==> src/rtl/module_tick_pkg.sv <==
// Shared types and defaults for the tick scheduler.
// Imported by the scheduler top.
package module_tick_pkg;

    typedef enum logic [1:0] {
        IDLE,
        RUN,
        UPD
    } state_t;

    localparam int CLK_HZ = 27_000_000;
    localparam int DEF_DIV = CLK_HZ / 1000;

    function automatic int ch_w(input int n);
        return (n > 1) ? $clog2(n) : 1;
    endfunction

endpackage

==> src/rtl/module_tick_chan.sv <==
// One divider channel: counter, divisor register, tick strobe, square output.
// Priority is clear/load over counting.
module module_tick_chan #(
    parameter int CNT_W = 25,
    parameter int DEF_DIV = 27_000
) (
    input  logic             clk,
    input  logic             rst_n,
    input  logic             en,
    input  logic             clr,
    input  logic             load,
    input  logic [CNT_W-1:0] div_in,
    output logic             tick,
    output logic             sq
);

    logic [CNT_W-1:0] cnt;
    logic [CNT_W-1:0] div;

    always_ff @(posedge clk or negedge rst_n) begin
        if (!rst_n) begin
            cnt  <= '0;
            div  <= CNT_W'(DEF_DIV);
            tick <= 1'b0;
            sq   <= 1'b0;
        end else if (clr || load) begin
            if (load) div <= div_in;
            cnt  <= '0;
            tick <= 1'b0;
        end else if (en && (div != '0)) begin
            // div is nonzero here, so div - 1 cannot underflow
            if (cnt == div - CNT_W'(1)) begin
                cnt  <= '0;
                tick <= 1'b1;
                sq   <= ~sq;
            end else begin
                cnt  <= cnt + CNT_W'(1);
                tick <= 1'b0;
            end
        end else begin
            tick <= 1'b0;
        end
    end

endmodule

==> src/rtl/module_tick_sched.sv <==
// Clock-enable scheduler: run/stop/update FSM driving N_CH divider channels.
// Config writes go through a one-cycle UPD state.
module module_tick_sched #(
    parameter int CLK_HZ = module_tick_pkg::CLK_HZ,
    parameter int N_CH = 3,
    parameter int CNT_W = 25,
    parameter int DEF_DIV = CLK_HZ / 1000,
    localparam int CH_W = module_tick_pkg::ch_w(N_CH)
) (
    input  logic             clk,
    input  logic             rst_n,
    input  logic             run,
    input  logic             cfg_valid,
    output logic             cfg_ready,
    input  logic [CH_W-1:0]  cfg_ch,
    input  logic [CNT_W-1:0] cfg_div,
    output logic             cfg_err,
    output logic [N_CH-1:0]  tick,
    output logic [N_CH-1:0]  sq,
    output logic             busy
);

    import module_tick_pkg::*;

    state_t           state;
    state_t           state_nxt;
    logic             hs;
    logic [CH_W-1:0]  cap_ch;
    logic [CNT_W-1:0] cap_div;
    logic             en;
    logic             clr;

    assign hs = cfg_valid && cfg_ready;

    always_comb begin
        state_nxt = state;
        unique case (state)
            IDLE: begin
                if (hs) state_nxt = UPD;
                else if (run) state_nxt = RUN;
            end
            RUN: begin
                if (hs) state_nxt = UPD;
                else if (!run) state_nxt = IDLE;
            end
            UPD: state_nxt = run ? RUN : IDLE;
            default: state_nxt = IDLE;
        endcase
    end

    always_ff @(posedge clk or negedge rst_n) begin
        if (!rst_n) begin
            state     <= IDLE;
            cfg_ready <= 1'b0;
            busy      <= 1'b0;
            cfg_err   <= 1'b0;
            cap_ch    <= '0;
            cap_div   <= '0;
        end else begin
            state     <= state_nxt;
            cfg_ready <= (state_nxt != UPD);
            busy      <= (state_nxt != IDLE);
            cfg_err   <= hs && (int'(cfg_ch) >= N_CH);
            if (hs) begin
                cap_ch  <= cfg_ch;
                cap_div <= cfg_div;
            end
        end
    end

    // Counters restart from zero whenever the FSM falls back to IDLE
    assign en  = (state != IDLE);
    assign clr = en && (state_nxt == IDLE);

    for (genvar i = 0; i < N_CH; i++) begin : g_ch
        logic load;
        assign load = (state == UPD) && (int'(cap_ch) == i);

        module_tick_chan #(
            .CNT_W  (CNT_W),
            .DEF_DIV(DEF_DIV)
        ) u_chan (
            .clk   (clk),
            .rst_n (rst_n),
            .en    (en),
            .clr   (clr),
            .load  (load),
            .div_in(cap_div),
            .tick  (tick[i]),
            .sq    (sq[i])
        );
    end

endmodule

==> config.mk <==
export PLATFORM = sky130hd
export DESIGN_NAME = module_tick_sched
export DESIGN_NICKNAME = d
export VERILOG_FILES = /design/src/rtl/module_tick_pkg.sv /design/src/rtl/module_tick_chan.sv /design/src/rtl/module_tick_sched.sv
export SDC_FILE = /design/constraint.sdc
export NUM_CORES = 1
export LEC_CHECK = 0
export CAP_MARGIN = 25
export CORE_UTILIZATION = 40
export CTS_CLUSTER_DIAMETER = 30
export CTS_CLUSTER_SIZE = 25
export DETAILED_ROUTE_END_ITERATION = 7
export GPL_TIMING_DRIVEN = 1
export MAX_ROUTING_LAYER = met4
export PLACE_DENSITY_LB_ADDON = 0.3
export SKIP_LAST_GASP = 1
export SLEW_MARGIN = 20
export SYNTH_ARGS = -nofsm -noshare
export SYNTH_HDL_FRONTEND = slang
export SYNTH_HIERARCHICAL = 1
export SYNTH_SLANG_ARGS = --single-unit
export TNS_END_PERCENT = 30
==> constraint.sdc <==
create_clock -name clk -period 4.56 [get_ports clk]
set_input_delay 0.684 -clock clk [delete_from_list [all_inputs] [get_ports clk]]
set_output_delay 0.684 -clock clk [all_outputs]
set_load 0.03 [all_outputs]
==> flow_metrics.env, run 1 <==
export IMPL_status="finished clean"
export IMPL_fin_crit_ns=3.67
export IMPL_max_freq_ghz=0.272
export IMPL_hpwl_mm=20.3
export IMPL_drive_gt1_frac=0.205
export IMPL_ios=40
export IMPL_drv_slew=0
export IMPL_start_util=0.409
export IMPL_first_iter_violations=598
export IMPL_nNetsFinal=1250
export IMPL_first_pass_iters=5
export IMPL_ys_ff_latch=188
export IMPL_die_h_um=174
export IMPL_clock_skew_ns=0.0126
export IMPL_root_buffer="clkbuf_16"
export IMPL_die_x_um=174
export IMPL_cp_end_kind="register"
export IMPL_min_period_over_period=0.805
export IMPL_cp_start_kind="register"
export IMPL_peakVddDrop_mv=0.241
export IMPL_min_path_type="in -> async"
export IMPL_area_delta_synth_final_pct=11.3
export IMPL_cts_reportedPaths_clkPinSlew_ns=0.07
export IMPL_power_density_nw_per_um2=559
export IMPL_crit_type="reg -> reg"
export IMPL_grt_max_degree=100
export IMPL_worst_path_max_fanout=21
export IMPL_viasPerCell=5.68
export IMPL_synth_edff_count=0
export IMPL_insertion_delay_ns=0.44
export IMPL_critPathArrivalTime_ns=4.01
export IMPL_gp_congestion=0.875
export IMPL_synthesis_nets=1241
export IMPL_grt_pass1_vias=8873
export IMPL_antenna_found_initial=0
export IMPL_syn_instance_count=1204
export IMPL_cts_tree="done"
export IMPL_synthFlopType="dfrtp_1"
export IMPL_clock_path_buffers=2
export IMPL_finalSetupViolations=0
export IMPL_io_buffers=39
export IMPL_tightest_slew_ns=0.864
export IMPL_cts_sinks=188
export IMPL_num_antenna_cells=0
export IMPL_wl_per_cell_um=17.5
export IMPL_grt_pass1_wl_mm=47.5
export IMPL_cts_setup_buffers=0
export IMPL_yosysWarnings=6
export IMPL_syn_avg_cell_area_um2=9.83
export IMPL_whs_ns=0.296
export IMPL_numCtsBuffers=17
export IMPL_h_tree_depth=4
export IMPL_die_area_um2=30300
export IMPL_drt_drc_violations_left=0
export IMPL_drt_wl_total_mm=28.2
export IMPL_p_leak_uw=0.00504
export IMPL_cts_resized=0
export IMPL_hold_viol=0
export IMPL_cp_required_ns=4.89
export IMPL_synthArstFlopShare=1.00
export IMPL_rows=62
export IMPL_vias=9144
export IMPL_finalSetupTns_ns=0
export IMPL_max_cap_violations=0
export IMPL_core_area_um2=28900
export IMPL_synth_yosys_seq_area_share=0.400
export IMPL_cts_hold_buf=0
export IMPL_rsz0062_at_grt="no"
export IMPL_synth_cell_types=83
export IMPL_synth_area_um2=11800
export IMPL_grt_usage=0.200
export IMPL_maxSlewHeadroom=0.424
export IMPL_grt_ovfl_total=0
export IMPL_ant_nets=0
report_power, final:
group / total [uW] / internal (uW) / switching (uW)
sequential: 3270 / 2260 / 1010
clock: 1520 / 818 / 703
combinational: 2570 / 1280 / 1290
registers in the layout (all words and copies together), names as in the netlist:
| name | flops |
|---|---|
| cfg_err | 1 |
| cap_div | 25 |
| cfg_ready | 1 |
| g_ch.u_chan/div | 75 |
| state | 2 |
| g_ch.u_chan/sq | 3 |
| g_ch.u_chan/cnt | 75 |
| busy | 1 |
| cap_ch | 2 |
| g_ch.u_chan/tick | 3 |
critical path, cell delays in order, from the launching register on:
cell and delay, ns:
dfrtp_1 0.44, inv_1 0.10, ha_1 0.23, nor4b_1 0.56, and3_1 0.47, and2_1 0.20
o311ai_0 0.19, o32a_1 0.22, a41oi_1 0.21, buf_4 0.27, nand2_1 0.28, o311ai_1 0.39
routing by layer:
metal | vias up | global-route usage | part of all wire
met2 | 124 | 0.307 | 0.47
met3 | 29 | 0.0282 | 0.023
li1 | 4459 | - | -
met5 | - | - | 0
met4 | 0 | 0.0537 | 0.015
met1 | 4532 | 0.275 | 0.49
synth_stat cells (14+ instances only):
master	count	share of area
inv_1	24	0.0076
nor3_1	37	0.016
mux2_2	85	0.081
dfrtp_1	164	0.35
a21o_1	15	0.0095
or3_1	28	0.015
dfstp_2	24	0.053
xnor2_1	45	0.033
nand2_1	108	0.034
nand4_1	34	0.018
a31o_2	14	0.010
a21oi_1	46	0.019
o21ai_0	33	0.014
xor2_1	59	0.044
a31oi_1	18	0.0095
nor2_1	65	0.021
nand3_1	68	0.029
clkbuf_1	37	0.012
and3_1	20	0.011
or4_1	21	0.013
final timing paths:
| kind | startpoint | slack, ns | end | cells after the start |
|---|---|---|---|---|
| worst max-delay path | g_ch[2].u_chan/div[0] | 0.89 | g_ch[2].u_chan/cnt[4] | 11 |
| worst min-delay path | rst_n | 0.30 | g_ch[2].u_chan/cnt[0] | 1 |
| worst max register to register | g_ch[2].u_chan/div[0] | 0.89 | g_ch[2].u_chan/cnt[4] | 11 |
| worst min register to register | g_ch[2].u_chan/sq | 0.50 | g_ch[2].u_chan/sq | 1 |
| max in group asynchronous | rst_n | 3.25 | state[1] | 2 |
| min in group clk | g_ch[2].u_chan/sq | 0.50 | g_ch[2].u_chan/sq | 1 |
through the flow:
step                power [uW]  worst slack [ns]  utilization  instance area [um2]  cells
finish                    7360             0.887        0.455                13200   1610
global route              7870             0.584        0.455                13200   1610
CTS                       7380             0.926        0.455                13200   1610
detailed placement        5840             0.921        0.435                12600   1578
global placement          5750              1.07        0.435                12600   1578
floorplan                 5100              1.36            -                11800   1204
cell type report:
| type | instances | area, um2 |
|---|---|---|
| Inverter | 24 | 90.1 |
| Fill cell | 2747 | 15800 |
| Clock inverter | 11 | 129 |
| Multi-Input combinational cell | 930 | 6770 |
| Sequential cell | 188 | 4730 |
| Timing Repair Buffer | 52 | 504 |
| Clock buffer | 21 | 470 |
| Tap cell | 384 | 480 |
kinds of logic (layout without fill, tap and decap cells):
group           count (synthesis)  count (layout)  synth area share
mux                           102             102            0.0986
compound gates                194             194             0.114
flops                         188             188             0.400
fa+ha+maj                       6               6           0.00634
buf+inv                        86             108            0.0328
xor+xnor                      106             106            0.0797
simple gates                  522             522             0.268
cells in the final DEF, fill, tap and decap left out, types with 15 or more instances in the layout:
master / instances
o21ai_0: 33
clkdlybuf4s50_1: 38
a31oi_1: 18
dfstp_2: 24
mux2_2: 85
and3_1: 20
xnor2_1: 45
nand2_1: 108
xor2_1: 59
nor2_1: 65
or3_1: 28
nand4_1: 34
a21oi_1: 46
inv_1: 24
a21o_1: 15
or4_1: 21
nor3_1: 37
clkbuf_16: 17
dfrtp_1: 164
nand3_1: 68
Power figures use the tool's default switching activity.
==> inputs of run 2 (changes only) <==
- clock period: 4.56 -> 3.6 ns (I/O delays scaled with it)
==> run 2 against run 1 <==
Compared with the run above:
- highest routed layer unchanged
- worst setup slack worse by 0.70 ns
- largest power group unchanged
- final cell count is 1.1% higher
- hold slack worse by 0.24 ns
- die area stayed put
==> flow_metrics.env, run 2 (synthesis gave the netlist of run 1 again) <==
export IMPL_core_area_um2=28900
export IMPL_start_util=0.409
export IMPL_peakVddDrop_mv=0.305
export IMPL_hold_viol=0
export IMPL_io_buffers=39
export IMPL_cts_hold_buf=0
export IMPL_total_power_uw=9320
export IMPL_top_regs="g_ch.u_chan/cnt x75, g_ch.u_chan/div x75, cap_div x25"
export IMPL_max_stage_delay_ns=0.62
export IMPL_first_iter_violations=652
export IMPL_antenna_found_initial=0
export IMPL_clock_skew_ns=0.0113
export IMPL_slowest_stage="or4_4"
export IMPL_worst_path_max_fanout=9
export IMPL_drive_gt1_frac=0.217
export IMPL_cts_tree="done"
export IMPL_clock_path_buffers=2
export IMPL_min_period_over_period=0.947
export IMPL_grt_max_degree=99
export IMPL_status="finished clean"
export IMPL_root_buffer="clkbuf_16"
export IMPL_rows=62
export IMPL_nNetsFinal=1266
export IMPL_h_tree_depth=4
export IMPL_final_cell_area_um2=13300
export IMPL_regToRegEndpoint="g_ch[2].u_chan/cnt[21]"
export IMPL_cp_depth=7
export IMPL_max_cap_violations=0
export IMPL_tightest_slew_ns=0.620
export IMPL_first_pass_iters=5
export IMPL_finalSetupViolations=0
export IMPL_numCtsBuffers=17
export IMPL_final_util=0.459
export IMPL_maxSlewHeadroom=0.585
export IMPL_grt_usage=0.201
export IMPL_ios=40
export IMPL_gp_congestion=0.909
export IMPL_cp_start_kind="register"
export IMPL_cp_end_kind="register"
export IMPL_layout_commonest_cell="dfrtp_1"
export IMPL_min_path_type="in -> async"
export IMPL_postPlaceCellArea_um2=12700
export IMPL_reg2regPathDepth=7
export IMPL_p_leak_uw=0.00513
export IMPL_critPathArrivalTime_ns=3.71
export IMPL_hpwl_mm=20.5
export IMPL_crit_top_cell="or4_4"
export IMPL_clockPowerShare=0.201
export IMPL_vias=9323
export IMPL_die_x_um=174
export IMPL_cts_reportedPaths_clkPinSlew_ns=0.07
export IMPL_switching_share=0.408
export IMPL_critical_path_cell_chain="or4_4 -> or4_4 -> nor4_4 -> o211ai_2 -> or4_4 -> nor4b_4 -> a211oi_1"
export IMPL_die_area_um2=30300
export IMPL_n_fill_cell=2719
export IMPL_cp_required_ns=3.90
export IMPL_area_delta_synth_final_pct=12.2
export IMPL_reg2reg_from="g_ch[2].u_chan/div[0]"
export IMPL_drt_drc_violations_left=0
export IMPL_rsz0062_at_grt="no"
export IMPL_viasPerCell=5.73
export IMPL_wl_per_cell_um=17.5
export IMPL_crit_end="g_ch[2].u_chan/cnt[21]"
export IMPL_ant_nets=0
export IMPL_critPathLaunch="g_ch[2].u_chan/div[0]"
export IMPL_cts_setup_buffers=0
export IMPL_r2r_setup_slack_ns=0.19
export IMPL_power_density_nw_per_um2=702
export IMPL_finalSetupTns_ns=0
export IMPL_critPathTopFamily="simple AND/OR/NAND/NOR gates"
export IMPL_grt_pass1_vias=9020
export IMPL_crit_type="reg -> reg"
export IMPL_drv_slew=0
export IMPL_cts_sinks=188
export IMPL_seq_power_share=0.440
export IMPL_max_freq_ghz=0.293
export IMPL_crit_buf_inv=0
export IMPL_p_comb_frac=0.359
export IMPL_die_h_um=174
export IMPL_fin_crit_ns=3.41
export IMPL_final_cell_mix="164 x dfrtp_1, 108 x nand2_1, 85 x mux2_2"
export IMPL_drt_wl_total_mm=28.4
export IMPL_grt_ovfl_total=0
export IMPL_insertion_delay_ns=0.45
export IMPL_grt_pass1_wl_mm=47.7
export IMPL_power_internal_uw=5520
export IMPL_switchingPower_uw=3800
==> run 2: cell types whose count changed in the layout (fill, tap and decap cells not counted), moves of 2 or more <==
cell,before,now
clkbuf_8,4,2
buf_4,12,27
clkinv_2,0,5
clkinvlp_4,3,1
==> run 2: routing by layer <==
metal | global-route usage | vias up | part of all wire
li1 | - | 4511 | -
met3 | 0.0249 | 28 | 0.038
met4 | 0.0585 | 0 | 0.014
met2 | 0.316 | 202 | 0.47
met1 | 0.272 | 4582 | 0.47
met5 | - | - | 0
==> run 2: power groups by stage <==
stage / clock [uW] / combinational, uW / sequential, uW
2_1_floorplan: 0 / 2880 / 3580
3_3_place_gp: 0 / 3240 / 4080
3_5_place_dp: 0 / 3320 / 4110
4_1_cts: 1920 / 3340 / 4080
5_1_grt: 2000 / 3740 / 4240
6_report: 1880 / 3340 / 4100
==> run 2: worst register-to-register path, stage by stage (launching register included) <==
cell and delay [ns]:
dfrtp_1 0.43, or4_4 0.57, or4_4 0.62, nor4_4 0.29, o211ai_2 0.11, or4_4 0.54, nor4b_4 0.54, a211oi_1 0.15
==> run 2: per-stage QoR <==
stage	std cells	hold WS (ns)	setup slack, ns
final	1627	0.0590	0.190
after detailed placement	1594	0.459	0.220
after global placement	1592	0.473	0.267
after global routing	1626	0.0865	0.0393
after floorplan	1204	0.244	0.403
after CTS	1626	0.0615	0.196
==> run 2: cell type report <==
type                    count  area, um2  area share
multi-input cells         930       6780       0.510
clock buffers              18        439      0.0331
well taps                 384        480      0.0362
inverters                  24       90.1     0.00678
repair buffers             68        628      0.0473
flip-flops and latches    188       4730       0.356
diodes                      1       2.50    0.000188
clock inverters            14        131     0.00989
==> run 2: worst min path at each step <==
stage                            endpoint  cells past startpoint
finish              g_ch[2].u_chan/cnt[0]                      1
global route        g_ch[2].u_chan/cnt[0]                      1
CTS                 g_ch[2].u_chan/cnt[6]                      1
detailed placement      g_ch[2].u_chan/sq                      1
global placement        g_ch[2].u_chan/sq                      1
floorplan                            busy                      0
==> run 2: what timing repair did <==
action                                  in CTS  in global routing
gates resized for setup                      0                  2
endpoints found under the setup margin       0                 27
hold endpoints to repair                     0                  0
